## src/rtl/vector_mem_sequencer.sv

```systemverilog
// Vector load/store sequencer: splits one vector access into LANES word transactions
// at base + i*stride, gathering loads into one register write or scattering a store.
module vector_mem_sequencer #(
  parameter int LANES  = 4,
  parameter int LANE_W = 32,
  parameter int ADDR_W = 32
) (
  input  logic                    clk,
  input  logic                    reset,
  input  logic                    start,
  input  logic                    op,
  input  logic [ADDR_W-1:0]       base_addr,
  input  logic [ADDR_W-1:0]       stride,
  input  logic [4:0]              vreg_idx,
  input  logic [LANES*LANE_W-1:0] vec_rdata,
  output logic                    busy,
  output logic                    done,
  output logic [ADDR_W-1:0]       mem_addr,
  output logic                    mem_wr_en,
  output logic [LANE_W-1:0]       mem_wdata,
  input  logic [LANE_W-1:0]       mem_rdata,
  output logic                    vec_we,
  output logic [4:0]              vec_waddr,
  output logic [LANES*LANE_W-1:0] vec_wdata
);
  localparam int CNT_W = (LANES > 1) ? $clog2(LANES) : 1;
  localparam logic [CNT_W-1:0] LAST = CNT_W'(LANES - 1);

  typedef enum logic [1:0] {IDLE, ISSUE, DRAIN, FINISH} state_e;

  state_e                       state_q, state_d;
  logic [CNT_W-1:0]             cnt_q, cnt_d;
  logic                         op_q, op_d;
  logic [ADDR_W-1:0]            addr_q, addr_d;
  logic [ADDR_W-1:0]            stride_q, stride_d;
  logic [4:0]                   vreg_q, vreg_d;
  logic [4:0]                   waddr_q, waddr_d;
  logic [LANES-1:0][LANE_W-1:0] src_q, src_d;
  logic [LANES-1:0][LANE_W-1:0] buf_q, buf_d;
  logic [LANES-1:0][LANE_W-1:0] vout_q, vout_d;

  always_ff @(posedge clk or posedge reset) begin
    if (reset) begin
      state_q  <= IDLE;
      cnt_q    <= '0;
      op_q     <= 1'b0;
      addr_q   <= '0;
      stride_q <= '0;
      vreg_q   <= '0;
      waddr_q  <= '0;
      src_q    <= '0;
      buf_q    <= '0;
      vout_q   <= '0;
    end else begin
      state_q  <= state_d;
      cnt_q    <= cnt_d;
      op_q     <= op_d;
      addr_q   <= addr_d;
      stride_q <= stride_d;
      vreg_q   <= vreg_d;
      waddr_q  <= waddr_d;
      src_q    <= src_d;
      buf_q    <= buf_d;
      vout_q   <= vout_d;
    end
  end

  always_comb begin
    state_d  = state_q;
    cnt_d    = cnt_q;
    op_d     = op_q;
    addr_d   = addr_q;
    stride_d = stride_q;
    vreg_d   = vreg_q;
    waddr_d  = waddr_q;
    src_d    = src_q;
    buf_d    = buf_q;
    vout_d   = vout_q;
    case (state_q)
      IDLE: begin
        if (start) begin
          op_d     = op;
          addr_d   = base_addr;
          stride_d = stride;
          vreg_d   = vreg_idx;
          src_d    = vec_rdata;
          cnt_d    = '0;
          state_d  = ISSUE;
        end
      end
      ISSUE: begin
        // Read data lags the address by one cycle, so lane i-1 lands while lane i issues.
        if (!op_q && cnt_q != '0)
          buf_d[cnt_q - CNT_W'(1)] = mem_rdata;
        if (cnt_q == LAST) begin
          state_d = op_q ? FINISH : DRAIN;
        end else begin
          cnt_d  = cnt_q + CNT_W'(1);
          addr_d = addr_q + stride_q;
        end
      end
      DRAIN: begin
        // Separate output copy keeps vec_wdata stable while a later load refills buf_q.
        vout_d          = buf_q;
        vout_d[LANES-1] = mem_rdata;
        waddr_d         = vreg_q;
        state_d         = FINISH;
      end
      FINISH: begin
        cnt_d   = '0;
        state_d = IDLE;
      end
      default: state_d = IDLE;
    endcase
  end

  assign busy      = (state_q != IDLE);
  assign done      = (state_q == FINISH);
  assign mem_addr  = addr_q;
  assign mem_wr_en = (state_q == ISSUE) && op_q;
  assign mem_wdata = mem_wr_en ? src_q[cnt_q] : '0;
  assign vec_we    = (state_q == FINISH) && !op_q;
  assign vec_waddr = waddr_q;
  assign vec_wdata = vout_q;

endmodule

```

## config.mk

```make
export PLATFORM = sky130hd
export DESIGN_NAME = vector_mem_sequencer
export DESIGN_NICKNAME = d
export VERILOG_FILES = /design/src/rtl/vector_mem_sequencer.sv
export SDC_FILE = /design/constraint.sdc
export NUM_CORES = 1
export LEC_CHECK = 0
export CAP_MARGIN = 20
export CORE_AREA = 2 2 190 192
export DETAILED_ROUTE_END_ITERATION = 6
export DIE_AREA = 0 0 192 194
export GPL_ROUTABILITY_DRIVEN = 1
export GPL_TIMING_DRIVEN = 0
export PLACE_DENSITY_LB_ADDON = 0.25
export SLEW_MARGIN = 15
export SYNTH_ARGS = -nofsm -noshare
export SYNTH_HDL_FRONTEND = slang
export SYNTH_SLANG_ARGS = --single-unit
export TNS_END_PERCENT = 100
```

## constraint.sdc

```tcl
create_clock -name clk -period 28.9 [get_ports clk]
set_input_delay 2.89 -clock clk [delete_from_list [all_inputs] [get_ports clk]]
set_output_delay 2.89 -clock clk [all_outputs]
set_load 0.05 [all_outputs]
```

# After elaboration in Yosys (flattened, before gate mapping)
# Cells that the tools add are included.
[totals]
reg_bits = 463
input_bits = 233
output_inout_bits = 201
wordCells = 63
[op_classes]
addsub = 3
n_lt_le_gt_ge = 3
n_eq_ne = 7
n_mux = 16
n_reduce_logical = 15
[ops]
columns = ["op", "count"]
rows = [
  ["2-to-1 mux 32 bit", 5],
  ["bitwise mux 128 bit", 1],
  ["binary-select mux 32 bit (select 2 bit)", 1],
  ["demux 32 bit (select 2 bit)", 1],
  ["case mux 32 bit (2 select lines)", 1],
  ["adder 32 bit", 1],
  ["2-to-1 mux 2 bit", 4],
  ["case mux 2 bit (4 select lines)", 1],
  ["equality test 2 bit (second input constant)", 3],
  ["< comparator 2 x 3 -> 1 bit (second input constant)", 2],
  ["!= test 2 bit (second input constant)", 3],
  ["case mux 2 bit (3 select lines)", 1],
  ["AND reduction 2 bit", 3],
  ["AND reduction 3 bit", 2],
  ["nonzero test 2 bit", 3],
  ["logical AND 1 bit", 4],
  ["nonzero test 3 bit", 1],
  ["adder 2 x 1 -> 2 bit (second input constant)", 1],
  ["equality test 2 x 1 -> 1 bit (second input constant)", 1],
  ["greater-or-equal comparator 2 x 1 -> 1 bit (second input constant)", 1],
  ["logical NOT 2 bit", 1],
  ["subtractor 2 x 1 -> 2 bit (second input constant)", 1],
  ["logical NOT 1 bit", 1],
  ["2-to-1 mux 1 bit", 1],
]

# Logic depth before layout (Yosys ltp)
[logic_depth]
word_depth = 6
depth_mapped = 11
depth_no_buf = 11

# Worst setup path before layout
# No wires, ideal clock.
[synth_path]
path_type = "register to output"
startpoint = "reg state_q[1]"
endpoint = "out mem_wdata[22]"
arrival_time_ns = 2.099
required_time_ns = 26.010
slack_ns = 23.911
stages_incl_launch_ff = 7
n_path_buf = 2
path_cell_list = "dfrtp_1 -> inv_1 -> ha_1 -> and2_0 -> clkbuf_1 -> clkbuf_1 -> and2_1"
[synth_between]
elab_chain_len = 3
[synth_lines]
columns = ["item", "line_no", "text"]
rows = [
  ["from (decl)", "31", "state_e state_q, state_d;"],
  ["from (signal assigned)", "55", "state_q <= state_d;"],
  ["equality test 2 x 1 -> 1 bit", "120", "assign mem_wr_en = (state_q == ISSUE) && op_q;"],
  ["logical AND 1 bit", "120", ""],
  ["net mem_wr_en", "19", "output logic mem_wr_en,"],
  ["2-to-1 mux 32 bit", "121", "assign mem_wdata = mem_wr_en ? src_q[cnt_q] : '0;"],
  ["to (decl)", "20", "output logic [LANE_W-1:0] mem_wdata,"],
]
# The timed path passes the listed nets, and every way through them passes these cells.

# Final worst setup path
[layout_path]
startpoint = "reg cnt_q[0]"
endpoint = "out mem_wdata[24]"
[layout_between]
elab_chain_len = 3
[layout_lines]
columns = ["item", "line_no", "text"]
rows = [
  ["from (decl)", "32", "logic [CNT_W-1:0] cnt_q, cnt_d;"],
  ["from (signal assigned)", "56", "cnt_q <= cnt_d;"],
  ["binary-select mux 32 bit (select 2 bit)", "121", ""],
  ["2-to-1 mux 32 bit (implied by the code)", "121", ""],
  ["2-to-1 mux 32 bit", "121", ""],
]
# Every way passes these cells. The select of a mux whose other input is x is not followed.

==> run metrics <==
nets@finish=2121; critical path type=register to primary output; Die Y=194 um; Seq/Total Area, Yosys=56.48%; worst-path cell chain=buf_2, buf_1, mux4_2, and2_1, clkdlybuf4s50_1; Storage cell area=10790 um2; final hold violation count=0; Worst setup EP type=primary output; Synth area leader=dfrtp_1; Max Fclk=between 0.15 and 0.2 GHz; # setup viols final=0; drt initial violations=647; Starting Density=54.21%; Hold Crit Class=register to register; I/O Pins=434; max cap viols=0; Clock Latency Late Sink=0.54 ns; Place WS=22.99 ns; Lkg Pwr=between 10 and 15 nW; Post-Syn Instances=1363; main flop type after synthesis=dfrtp_1; post-CTS setup buffer count=0; grt ovf=0; core box area=35220 um2; Area growth, synth to finish=34.18%; fin crit period=6.446 ns; total CTS buffers=44; Worst-path clk slew=0.06 ns; Worst EP arrival=between 3 and 4 ns; utilization after layout=72.74%; H-tree levels=2; RePlAce Congestion=0.9377; # port buffers=433; DRT antenna net count=0; post-synthesis register bit count=431; Pwr per Cell Area=roughly 130 nW/um2; DP Cell Count=2261; Worst path max stage delay=0.73 ns; Remaining DRCs=0; Final HPWL DP=37720 um; TritonCTS clock tree=done; Resize count post-CTS=0; Post-synth ARST share=100.0%; synthesized area=19100 um2; Req. time, crit path=26.01 ns; Die Wd=192 um; 1st-pass router iterations=6; worst vdd ir=0.09949 mV; run status=completed; number of enable flip-flop cells after synthesis=0; Clock Sinks=~430; syn_nets=1638; via count of the routed design=13151; Layout fillers=2366; clk root buf=clkbuf_16; largest net degree at the start of global routing=113; crit share post-route=22.30%; relative slew slack=approximately two fifths; hold_buf cts=0; first-pass GRT wire length=78960 um; final std cells w/o fill=2350; worst-margin pin slew=around 0.9 ns; vias per cell=~5.6; worst hold slack=between 0.4 and 0.5 ns; total power=3.418 mW; fin. max-slew vios=0; Die ar.=~37000 um2; Row Count=roughly 70; DP Area=~24000 um2; share of layout cells above drive strength 1=27.67%; Longest Clk Path Bufs=3; Mean Syn Cell Area=about 14 um2; final worst slack=22.45 ns; Worst setup SP type=register; Post-Layout Inst Area=around 26000 um2; Cell variety after synth=61; GRT Overall Usage=27.58%; vias in the first global route=between 10000 and 15000; cell at the slowest stage of the critical path=clkdlybuf4s50_1; top-area cell type share of the netlist area=56.48%; warnings from Yosys=0; initial antenna violation count=13; setup tns final=0 ns; RSZ-0062 raised after global routing=false; clock skew=around 0.013 ns; Area contributors post-synth=dfrtp_1 56%, mux2_2 23%, mux4_2 3.8%, ha_1 2.7%, a21oi_1 1.5%; Routed WL=~51000 um; Multi-input gate area=7939 um2; DR WL/cell=between 20 and 25 um; CP Max Fanout=10
-- metal layers --
metal	GRT usage, %	part of all wire, %
met4	11.59	4.0
met1	33.72	39
met5	0	0.025
met3	6.932	7.4
met2	46.54	50
-- cells by family (layout without fill, tap and decap cells) --
logic type	count (synthesis)	after routing	share of synthesized area, %
AO/OA/AOI/OAI	167	167	5.550
XOR/XNOR	25	25	1.147
adder cells (fa/ha/maj)	42	42	2.791
buffers and inverters	92	605	1.946
flip-flops	431	431	56.48
multiplexers	438	438	27.64
other	0	13	0
AND/OR/NAND/NOR	168	168	4.442
-- final timing paths --
check | from | to | slack (ns) | cells past startpoint
max reg2reg | cnt_q[1]$_DFFE_PP0P_ | buf_q[71]$_DFFE_PP0P_ | 25.21 | 9
max | cnt_q[0]$_DFFE_PP0P_ | mem_wdata[24] | 22.45 | 5
min | buf_q[44]$_DFFE_PP0P_ | vec_wdata[44]$_DFFE_PP0N_ | 0.50 | 1
min reg2reg | buf_q[44]$_DFFE_PP0P_ | vec_wdata[44]$_DFFE_PP0N_ | 0.50 | 1
min in group asynchronous | reset | vec_wdata[100]$_DFFE_PP0N_ | 2.78 | 2
max in group asynchronous | reset | buf_q[91]$_DFFE_PP0P_ | 24.89 | 4
-- cell usage in the layout, fill, tap and decap left out, drive strengths merged, types with 29 or more instances in the layout --
master / n
mux2: 395
and2: 38
buf: 29
a21oi: 61
clkbuf: 118
o21ai: 37
ha: 41
nand2: 41
nor2: 38
clkdlybuf4s50: 433
dfrtp: 431
mux4: 32
-- state kept, by name, indices dropped and copies added (netlist names) --
signal / flops
src_q: 128
vec_wdata: 128
buf_q: 96
mem_addr: 32
stride_q: 32
vec_waddr: 5
vreg_q: 5
cnt_q: 2
state_q: 2
op_q: 1
-- cells in the mapped netlist (5+ instances only) --
cell / number
clkbuf_1: 50
and2_1: 37
inv_1: 15
a31oi_1: 8
o21ai_0: 33
dfrtp_1: 431
nand3_1: 5
mux4_2: 32
xnor2_1: 16
nor3b_1: 5
ha_1: 41
nor2b_1: 5
nand2b_1: 5
o22ai_1: 7
mux2_2: 395
a211o_1: 5
nand2_1: 41
nor2_1: 38
a21oi_1: 58
xor2_1: 9
buf_1: 19
a21o_1: 13
o31ai_1: 5
mux2i_1: 11
nor3_1: 12
and3_1: 7
-- power by group --
group | switching, mW | internal (mW)
sequential | 0.160 | 0.880
combinational | 1.03 | 0.767
clock | 0.233 | 0.343
total | 1.43 | 1.99
-- area by class of cell --
cell class              instances  share of cell area, %
flip-flops and latches        431                  42.09
multi-input cells             840                  30.98
repair buffers                437                  17.34
clock buffers                  67                  5.186
well taps                     461                  2.251
plain buffers                  76                  1.216
clock inverters                 9                 0.5371
inverters                      16                 0.2637
diodes                         13                 0.1270
-- worst max-delay path: cells and delay by family, from the launching register on --
kind          cells  cell delay (ns)
flops             1             0.42
mux               1             0.61
buf+inv           3             1.81
simple gates      1             0.18
Note: power is estimated with default switching activity, not from simulation.
